## src/rtl/scan_unload.sv

```systemverilog
// scan_unload: parallel-to-serial unloader for captured scan words.
// A word offered on cap_data is captured when cap_valid and cap_ready are both
// high. It is then shifted out one bit per accepted transfer on a
// valid/ready serial port, with so_last flagging the final bit of the word.
// frame_cnt counts fully unloaded words and wraps at 16 bits.
//
// Ports:
//   clk        in   clock, rising-edge active
//   rst        in   asynchronous active-high reset
//   cap_valid  in   word on cap_data is offered
//   cap_data   in   WIDTH-bit word to unload
//   cap_ready  out  block can take a word this cycle
//   so_valid   out  so_data holds a valid bit
//   so_ready   in   downstream accepts the current bit
//   so_data    out  current serial bit
//   so_last    out  current bit is the last bit of the word
//   frame_cnt  out  number of fully unloaded words (wraps)
//
// state | meaning
// IDLE  | waiting for a word, cap_ready high
// SHIFT | presenting bits of the captured word
module scan_unload #(
  parameter int WIDTH     = 8,
  parameter bit MSB_FIRST = 1'b1
) (
  input  logic             clk,
  input  logic             rst,
  input  logic             cap_valid,
  input  logic [WIDTH-1:0] cap_data,
  output logic             cap_ready,
  output logic             so_valid,
  input  logic             so_ready,
  output logic             so_data,
  output logic             so_last,
  output logic [15:0]      frame_cnt
);

  localparam int CW = $clog2(WIDTH);
  localparam logic [CW-1:0] LAST_IDX = CW'(WIDTH - 1);

  typedef enum logic {IDLE, SHIFT} state_t;

  state_t           state;
  state_t           state_nx;
  logic [WIDTH-1:0] sreg;
  logic [CW-1:0]    bit_cnt;
  logic             capture;
  logic             xfer;

  // Combinational in rst so the block refuses words while held in reset and
  // is ready in the very cycle reset is released.
  assign cap_ready = (state == IDLE) && !rst;

  always_comb begin
    state_nx = state;
    capture  = 1'b0;
    xfer     = 1'b0;
    so_valid = 1'b0;
    so_last  = 1'b0;
    so_data  = 1'b0;
    case (state)
      IDLE: begin
        if (cap_valid) begin
          capture  = 1'b1;
          state_nx = SHIFT;
        end
      end
      SHIFT: begin
        so_valid = 1'b1;
        so_last  = (bit_cnt == LAST_IDX);
        // The register shifts the already-sent bit away, so the bit the
        // counter points at always sits at the outgoing end.
        so_data  = MSB_FIRST ? sreg[WIDTH-1] : sreg[0];
        if (so_ready) begin
          xfer = 1'b1;
          if (so_last) state_nx = IDLE;
        end
      end
      default: state_nx = IDLE;
    endcase
  end

  always_ff @(posedge clk or posedge rst) begin
    if (rst) begin
      state <= IDLE;
    end else begin
      state <= state_nx;
    end
  end

  always_ff @(posedge clk or posedge rst) begin
    if (rst) begin
      sreg    <= '0;
      bit_cnt <= '0;
    end else if (capture) begin
      sreg    <= cap_data;
      bit_cnt <= '0;
    end else if (xfer) begin
      sreg    <= MSB_FIRST ? {sreg[WIDTH-2:0], 1'b0} : {1'b0, sreg[WIDTH-1:1]};
      bit_cnt <= so_last ? '0 : bit_cnt + 1'b1;
    end
  end

  always_ff @(posedge clk or posedge rst) begin
    if (rst) begin
      frame_cnt <= '0;
    end else if (xfer && so_last) begin
      frame_cnt <= frame_cnt + 16'd1;
    end
  end

endmodule
```

## config.mk

```make
export PLATFORM = sky130hd
export DESIGN_NAME = scan_unload
export DESIGN_NICKNAME = d
export VERILOG_FILES = /design/src/rtl/scan_unload.sv
export SDC_FILE = /design/constraint.sdc
export NUM_CORES = 1
export LEC_CHECK = 0
export BUFFER_PORTS_ARGS = -buffer_cell sky130_fd_sc_hd__buf_2
export CAP_MARGIN = 20
export CORE_ASPECT_RATIO = 0.9
export CORE_UTILIZATION = 51
export DETAILED_ROUTE_END_ITERATION = 8
export GPL_ROUTABILITY_DRIVEN = 0
export GPL_TIMING_DRIVEN = 0
export HOLD_SLACK_MARGIN = 0.08
export PLACE_DENSITY_LB_ADDON = 0.3
export SLEW_MARGIN = 10
export SYNTH_ARGS = -nofsm -noshare
export SYNTH_HDL_FRONTEND = slang
export SYNTH_SLANG_ARGS = --single-unit
```

## constraint.sdc

```tcl
create_clock -name clk -period 2 [get_ports clk]
set_input_delay 0.3 -clock clk [delete_from_list [all_inputs] [get_ports clk]]
set_output_delay 0.3 -clock clk [all_outputs]
set_load 0.1 [all_outputs]
```

# == Word level (Yosys, flattened, before mapping) ==
# Index checks and enable logic that the tools add are counted.
# op_classes
addsub,2
n_eq_ne,1
n_mux,15
bitwise,1
reduce_logical,4
# op_table
operator,count
$add 16x1->16 const B,1
$mux 8,2
$mux 1,9
$mux 3,3
$add 3x1->3 const B,1
$eq 3x3->1 const B,1
$logic_and 1x1->1,2
$pmux 1 s2,1
$reduce_bool 2->1,1
$logic_not 1->1,1
$not 1->1,1
# totals
register_bits,28
input_bits,12
output_inout_bits,20
word_cells,27

# == Logic depth before layout (Yosys ltp) ==
# Gate-level depths: netlist (run 1).
# depth
ltp_word,5
depth_mapped,6

# == Worst setup path before layout (run 1) ==
# Ideal clock, no wire load.
# synth_path
path_type,flip-flop to output port
from,register state
to,output cap_ready
arrival_time_ns,2.597
required_time_ns,1.700
setup_slack_ns,-0.897
path_stages_with_launch,4
path_buffers,2
cell_sequence,dfrtp_1 clkbuf_1 clkbuf_1 nor2_1
# synth_via
elab_chain_cells,2
# synth_rtl
element,line_no,rtl
"start, declared",43,state_t state;
"start signal, assigned",87,state <= state_nx;
$not 1->1,n/a,
$logic_and 1x1->1,52,assign cap_ready = (state == IDLE) && !rst;
"end, declared",30,"output logic cap_ready,"
# No other way between the ends.

# == Worst setup path in the final report (run 1) ==
# layout_path
from,register state
to,output so_data
# layout_via
elab_chain_cells,1
# layout_rtl
element,line_no,rtl
$mux 1,61,case (state)
"end, declared",33,"output logic so_data,"
# No other way between the ends.

==> results.toml, run 1 <==
[place]
place_inst = 175
dpl_cell_area_um2 = 1540
hpwlAfterDp_um = 1870
portBuffers = 31
place_ws_ns = -0.230

[pwr]
p_seq_share_pct = 43.0
pwr-share-clk_pct = 19.4
power.density_nw_per_um2 = 1140
p_sw_share_pct = 40.2
design_power_total_mw = 1.87
ir_worst_vdd_uv = 1230
power_leakage_nw = 0.817
switchingPower_mw = 0.751
power.internal_mw = 1.12
p_comb_share_pct = 37.6

[sta]
finalMaxSlewViolations = 0
max_freq_mhz = 518
slew_headroom_pct = 67.5
worst_pin_slew_ns = 0.491
min_period_over_period_pct = 96.6
min_period_ns = 1.93
rsz0062_at_grt = "false"
finalSetupTns_ns = 0
fin_hold_ws_ns = 0.182
finalHoldViolCount = 0
finalSetupViolations = 0
fin_skew_ns = 0.00591
setup_ws_ns = 0.0685

[job]
cap_violations = 0

[global_routing]
grt_max_degree = 29
grt_pass1_vias = 943
antenna_found_initial = 0
grtUsageTotal_pct = 19.2
grt_pass1_wl_um = 4150
grt_overflow = 0

[detailed_routing]
finalWirelength_um = 2560
final_antenna_net_count = 0
wl_per_cell_um = 14.2
via_count = 987
dr.pass1.iters = 4
drc_errors = 0
via_per_inst = 5.48
dr.first_iter.drc_count = 14

[yosys]
syn-num-nets = 131
synth_cell_types = 26
synth-xor-area-share_pct = 9.90
synth.mux.area_fraction_pct = 6.97
netlist_instances = 116
synth_seq_cells = 28
synth-edff-count = 0
synthFlopType = "dfrtp_1"
synth_compound_area_share_pct = 8.39
seq_area_frac_synth_pct = 52.8
synth_top_family_by_area = "simple AND/OR/NAND/NOR gates"
synthArstFlopShare_pct = 100
netlist_area_um2 = 1330
ys_warn_count = 0
synthSimpleGateAreaFrac_pct = 17.3
synth_fa_ha_area_share_pct = 2.83
syn_area_per_cell_um2 = 11.4

[cts]
clockBufferDepth = 2
clk_latency_ns = 0.32
clk_pin_slew_worst_paths_ns = 0.14
numClockSinks = 28
cts_tree = "yes"
cts_buffers = 3
cts-htree-levels = 1
root_buffer = "clkbuf_4"

[die]
fp.dieH_um = 50.4
rows = 17
die_w_um = 55.8
boundaryPins = 32
start_util_pct = 53.8
core_area_um2 = 2470
dieArea_um2 = 2810

[setup_path]
worstPathArrival_ns = 1.63
end_kind = "primary output"
worst-path-max-fanout = 15
worstPathRequired_ns = 1.70
path_cells = "clkbuf_2 > and2_4 > buf_4"
critical_path.max_stage_delay_ns = 0.56
crit_slowest_cell = "dfrtp_4"
cp-start-kind = "flop"
crit_type = "reg -> out"

[outcome]
outcome = "completed"

[final_layout]
insertedDiodeCount = 0
layout_commonest_cell = "buf_2"
final_area_um2 = 1640
stdcell_count = 180
mostFrequentLayoutCells = "29 x buf_2, 20 x dfrtp_1, 11 x xnor2_1"
final_nets = 168
postLayoutCoreUtil_pct = 66.6
drive_gt1_share_pct = 36.2
syn_to_final_growth_pct = 23.8

[worst_hold_path]
min_path_type = "in -> reg"
power by group through the flow:
stage	clock [mW]	sequential [mW]	combinational, mW
floorplan	0	0.975	0.392
global placement	0	0.792	0.673
detailed placement	0	0.806	0.701
CTS	0.372	0.804	0.702
global route	0.391	0.817	0.753
finish	0.362	0.805	0.703
cell usage after synthesis, types with 3 or more instances:
| cell | instances | area, um^2 |
|---|---|---|
| xnor2_1 | 11 | 96.3 |
| nand2_1 | 8 | 30.0 |
| ha_1 | 3 | 37.5 |
| clkbuf_1 | 3 | 11.3 |
| xor2_1 | 4 | 35.0 |
| a21oi_1 | 6 | 30.0 |
| and3_1 | 4 | 25.0 |
| nor2_1 | 6 | 22.5 |
| dfrtp_1 | 28 | 701 |
| mux2i_1 | 7 | 70.1 |
| nand3_1 | 5 | 25.0 |
| nor2b_1 | 7 | 43.8 |
| a211oi_1 | 6 | 45.0 |
cell families after synthesis:
| family | Yosys count |
|---|---|
| compound gates | 16 |
| simple gates | 39 |
| buf+inv | 6 |
| flops | 28 |
| mux | 9 |
| fa+ha+maj | 3 |
| xor+xnor | 15 |
per-layer routing:
layer  routed length (um)  vias to the layer above  global-route usage (%)
met2                 1340                       18                    34.3
met1                 1130                      483                    24.3
li1                     -                      484                       -
met4                   17                        0                    6.25
met3                   70                        2                    2.58
met5                    0                        -                       0
final timing paths:
check	startpoint	endpoint	slack, ns	cells past startpoint
worst min register to register	frame_cnt[15]$_DFFE_PP0P_	frame_cnt[15]$_DFFE_PP0P_	0.48	1
worst max-delay path	state$_DFF_PP0_	so_data	0.07	3
worst min-delay path	cap_data[7]	sreg[7]$_DFFE_PP0P_	0.18	3
min in group asynchronous	rst	frame_cnt[12]$_DFFE_PP0P_	0.55	3
max in group asynchronous	rst	state$_DFF_PP0_	0.99	4
worst max register to register	bit_cnt[0]$_DFFE_PP0P_	frame_cnt[9]$_DFFE_PP0P_	0.16	6
worst max-delay path: cells and delay by family, from the launching register on:
| kind | cells | cell delay, ns |
|---|---|---|
| flops | 1 | 0.56 |
| simple gates | 1 | 0.18 |
| buf+inv | 2 | 0.57 |
cell type report:
class                           instances  area (um^2)
Buffer                                  3         13.8
Clock buffer                            3         22.5
Clock inverter                          1         30.0
Fill cell                             211          825
Inverter                                2         7.51
Multi-Input combinational cell         82          621
Sequential cell                        28          713
Tap cell                               28         35.0
Timing Repair Buffer                   33          200
flip-flops by register name (all words and copies together) (netlist names):
register,flops
state,1
sreg,8
frame_cnt,16
bit_cnt,3
timing repair:
action,in CTS,in global routing
resized for setup,4,1
endpoints found under the setup margin,3,4
hold endpoints to repair,0,9
setup buffers,0,0
hold buffers,0,1
(Power assumes the default switching activity.)
==> run 2: changes to the inputs <==
--- a/config.mk
+++ b/config.mk
@@ -14,6 +14,8 @@
 export GPL_TIMING_DRIVEN = 0
 export HOLD_SLACK_MARGIN = 0.08
 export PLACE_DENSITY_LB_ADDON = 0.3
+export RECOVER_POWER = 100
+export REMOVE_ABC_BUFFERS = 1
 export SLEW_MARGIN = 10
 export SYNTH_ARGS = -nofsm -noshare
 export SYNTH_HDL_FRONTEND = slang
==> run 2 against run 1 <==
Net effect:
- combinational power down 6.4%
- first-iteration DRC count down 21%
- hold slack got worse by 0.0072 ns
- highest routed layer unchanged
==> results.toml, run 2 (synthesis gave the netlist of run 1 again) <==
[sta]
setup_ws_ns = 0.114
min_period_over_period_pct = 94.3
finalSetupTns_ns = 0
finalHoldViolCount = 0
fin_skew_ns = 0.00721
finalMaxSlewViolations = 0
max_freq_mhz = 530
worst_pin_slew_ns = 0.551
slew_headroom_pct = 63.4
finalSetupViolations = 0
min_period_ns = 1.89
rsz0062_at_grt = "false"

[cts]
cts-htree-levels = 1
numClockSinks = 28
clk_latency_ns = 0.33
cts_buffers = 3
root_buffer = "clkbuf_4"
clk_pin_slew_worst_paths_ns = 0.15
cts_tree = "yes"
clockBufferDepth = 2

[global_routing]
grt_pass1_vias = 885
grt_most_used_layer = "met2"
grt_overflow = 0
met1_usage_pct = 21.9
use_met2_pct = 31.3
grt_pass1_wl_um = 3890
grt_max_degree = 29
use_met3_pct = 5.67
grtUsageTotal_pct = 18.4
antenna_found_initial = 0

[detailed_routing]
wl_per_cell_um = 14.0
via_count = 961
dr.pass1.iters = 4
finalWirelength_um = 2490
drc_errors = 0
dr.first_iter.drc_count = 11
via_per_inst = 5.43
final_antenna_net_count = 0

[setup_path]
worstPathRequired_ns = 1.70
cp-start-kind = "flop"
end_kind = "primary output"
worst-path-max-fanout = 4
worstReg2RegStart = "bit_cnt[0]$_DFFE_PP0P_"
worstPathArrival_ns = 1.59
crit_type = "reg -> out"
reg2reg_to = "frame_cnt[9]$_DFFE_PP0P_"
reg2regPathDepth = 6
r2r_slack_ns = 0.18

[die]
rows = 17
fp.dieH_um = 50.4
start_util_pct = 53.8
boundaryPins = 32
dieArea_um2 = 2810
core_area_um2 = 2470
die_w_um = 55.8

[place]
portBuffers = 31
place_inst = 171
hpwlAfterDp_um = 1740
place_ws_ns = 0.0124

[pwr]
power.density_nw_per_um2 = 1100
power_leakage_nw = 0.793
p_seq_share_pct = 46.3
p_comb_share_pct = 37.9
switchingPower_mw = 0.738
power.internal_mw = 0.996
p_sw_share_pct = 42.6
ir_worst_vdd_uv = 1080
pwr-share-clk_pct = 15.8

[outcome]
outcome = "completed"

[final_layout]
stdcell_count = 177
top_register = "frame_cnt"
mostFrequentLayoutCells = "27 x dfrtp_1, 18 x clkbuf_2, 11 x xnor2_1, 11 x buf_2, 8 x nand2_1"
syn_to_final_growth_pct = 19.2
layout_commonest_cell = "dfrtp_1"
drive_gt1_share_pct = 28.2
top_regs = "frame_cnt: 16 flops, sreg: 8 flops, bit_cnt: 3 flops"
insertedDiodeCount = 0
postLayoutCoreUtil_pct = 64.1
largest_register_ffs = 16
final_nets = 165
nFillCells = 218

[worst_hold_path]
min_path_cells = 2
min_path_type = "in -> reg"
holdCritStartpoint = "cap_data[0]"
holdPathEnd = "sreg[0]$_DFFE_PP0P_"

[job]
cap_violations = 0
[run 2: area by class of cell]
type / instances / area [um^2] / share of cell area (%)
clock buffer: 4 / 36.3 / 2.29
inverter: 2 / 7.51 / 0.474
multi-input combinational: 82 / 608 / 38.4
sequential: 28 / 702 / 44.3
tap: 28 / 35.0 / 2.21
timing repair buffer: 33 / 194 / 12.3
[run 2: worst max-delay path by stage]
stage	startpoint	endpoint	cells past startpoint	slack, ns
5_1_grt	bit_cnt[0]$_DFFE_PP0P_	frame_cnt[9]$_DFFE_PP0P_	6	0.02
3_5_place_dp	state$_DFF_PP0_	frame_cnt[10]$_DFFE_PP0P_	4	0.01
4_1_cts	bit_cnt[0]$_DFFE_PP0P_	so_last	4	0.08
3_3_place_gp	state$_DFF_PP0_	frame_cnt[10]$_DFFE_PP0P_	4	0.09
2_1_floorplan	state$_DFF_PP0_	cap_ready	1	-0.73
6_report	bit_cnt[0]$_DFFE_PP0P_	so_last	4	0.11
[run 2: power groups by stage]
| stage | logic [mW] | registers (mW) | clock network, mW |
|---|---|---|---|
| 2_1_floorplan | 0.356 | 0.977 | 0 |
| 3_3_place_gp | 0.631 | 0.800 | 0 |
| 3_5_place_dp | 0.658 | 0.811 | 0 |
| 4_1_cts | 0.658 | 0.801 | 0.285 |
| 5_1_grt | 0.707 | 0.822 | 0.304 |
| 6_report | 0.658 | 0.802 | 0.274 |
[run 2: critical path, stage by stage (launching register included)]
cell	delay, ns
dfrtp_1	0.42
ha_1	0.21
ha_1	0.24
and2_1	0.16
buf_4	0.22
[run 2: through the flow]
step | cell area (um^2) | power (mW) | hold slack [ns]
after floorplan | 1310 | 1.33 | 0.365
after global placement | 1500 | 1.43 | 0.450
after detailed placement | 1500 | 1.47 | 0.470
after CTS | 1540 | 1.74 | 0.169
after global routing | 1580 | 1.83 | 0.165
final | 1580 | 1.73 | 0.175
[run 2: what timing repair did]
action	in CTS	in global routing
cloned	0	0
setup endpoints to repair	4	1
gates resized for setup	2	1
hold buffers	0	1
buffers inserted	0	0
endpoints found under the hold margin	0	7
[run 2: metal layers]
| metal | routed length, um | part of all wire, % |
|---|---|---|
| met2 | 1280 | 52 |
| met5 | 0 | 0 |
| met4 | 37 | 1.5 |
| met1 | 1070 | 43 |
| met3 | 100 | 4.0 |
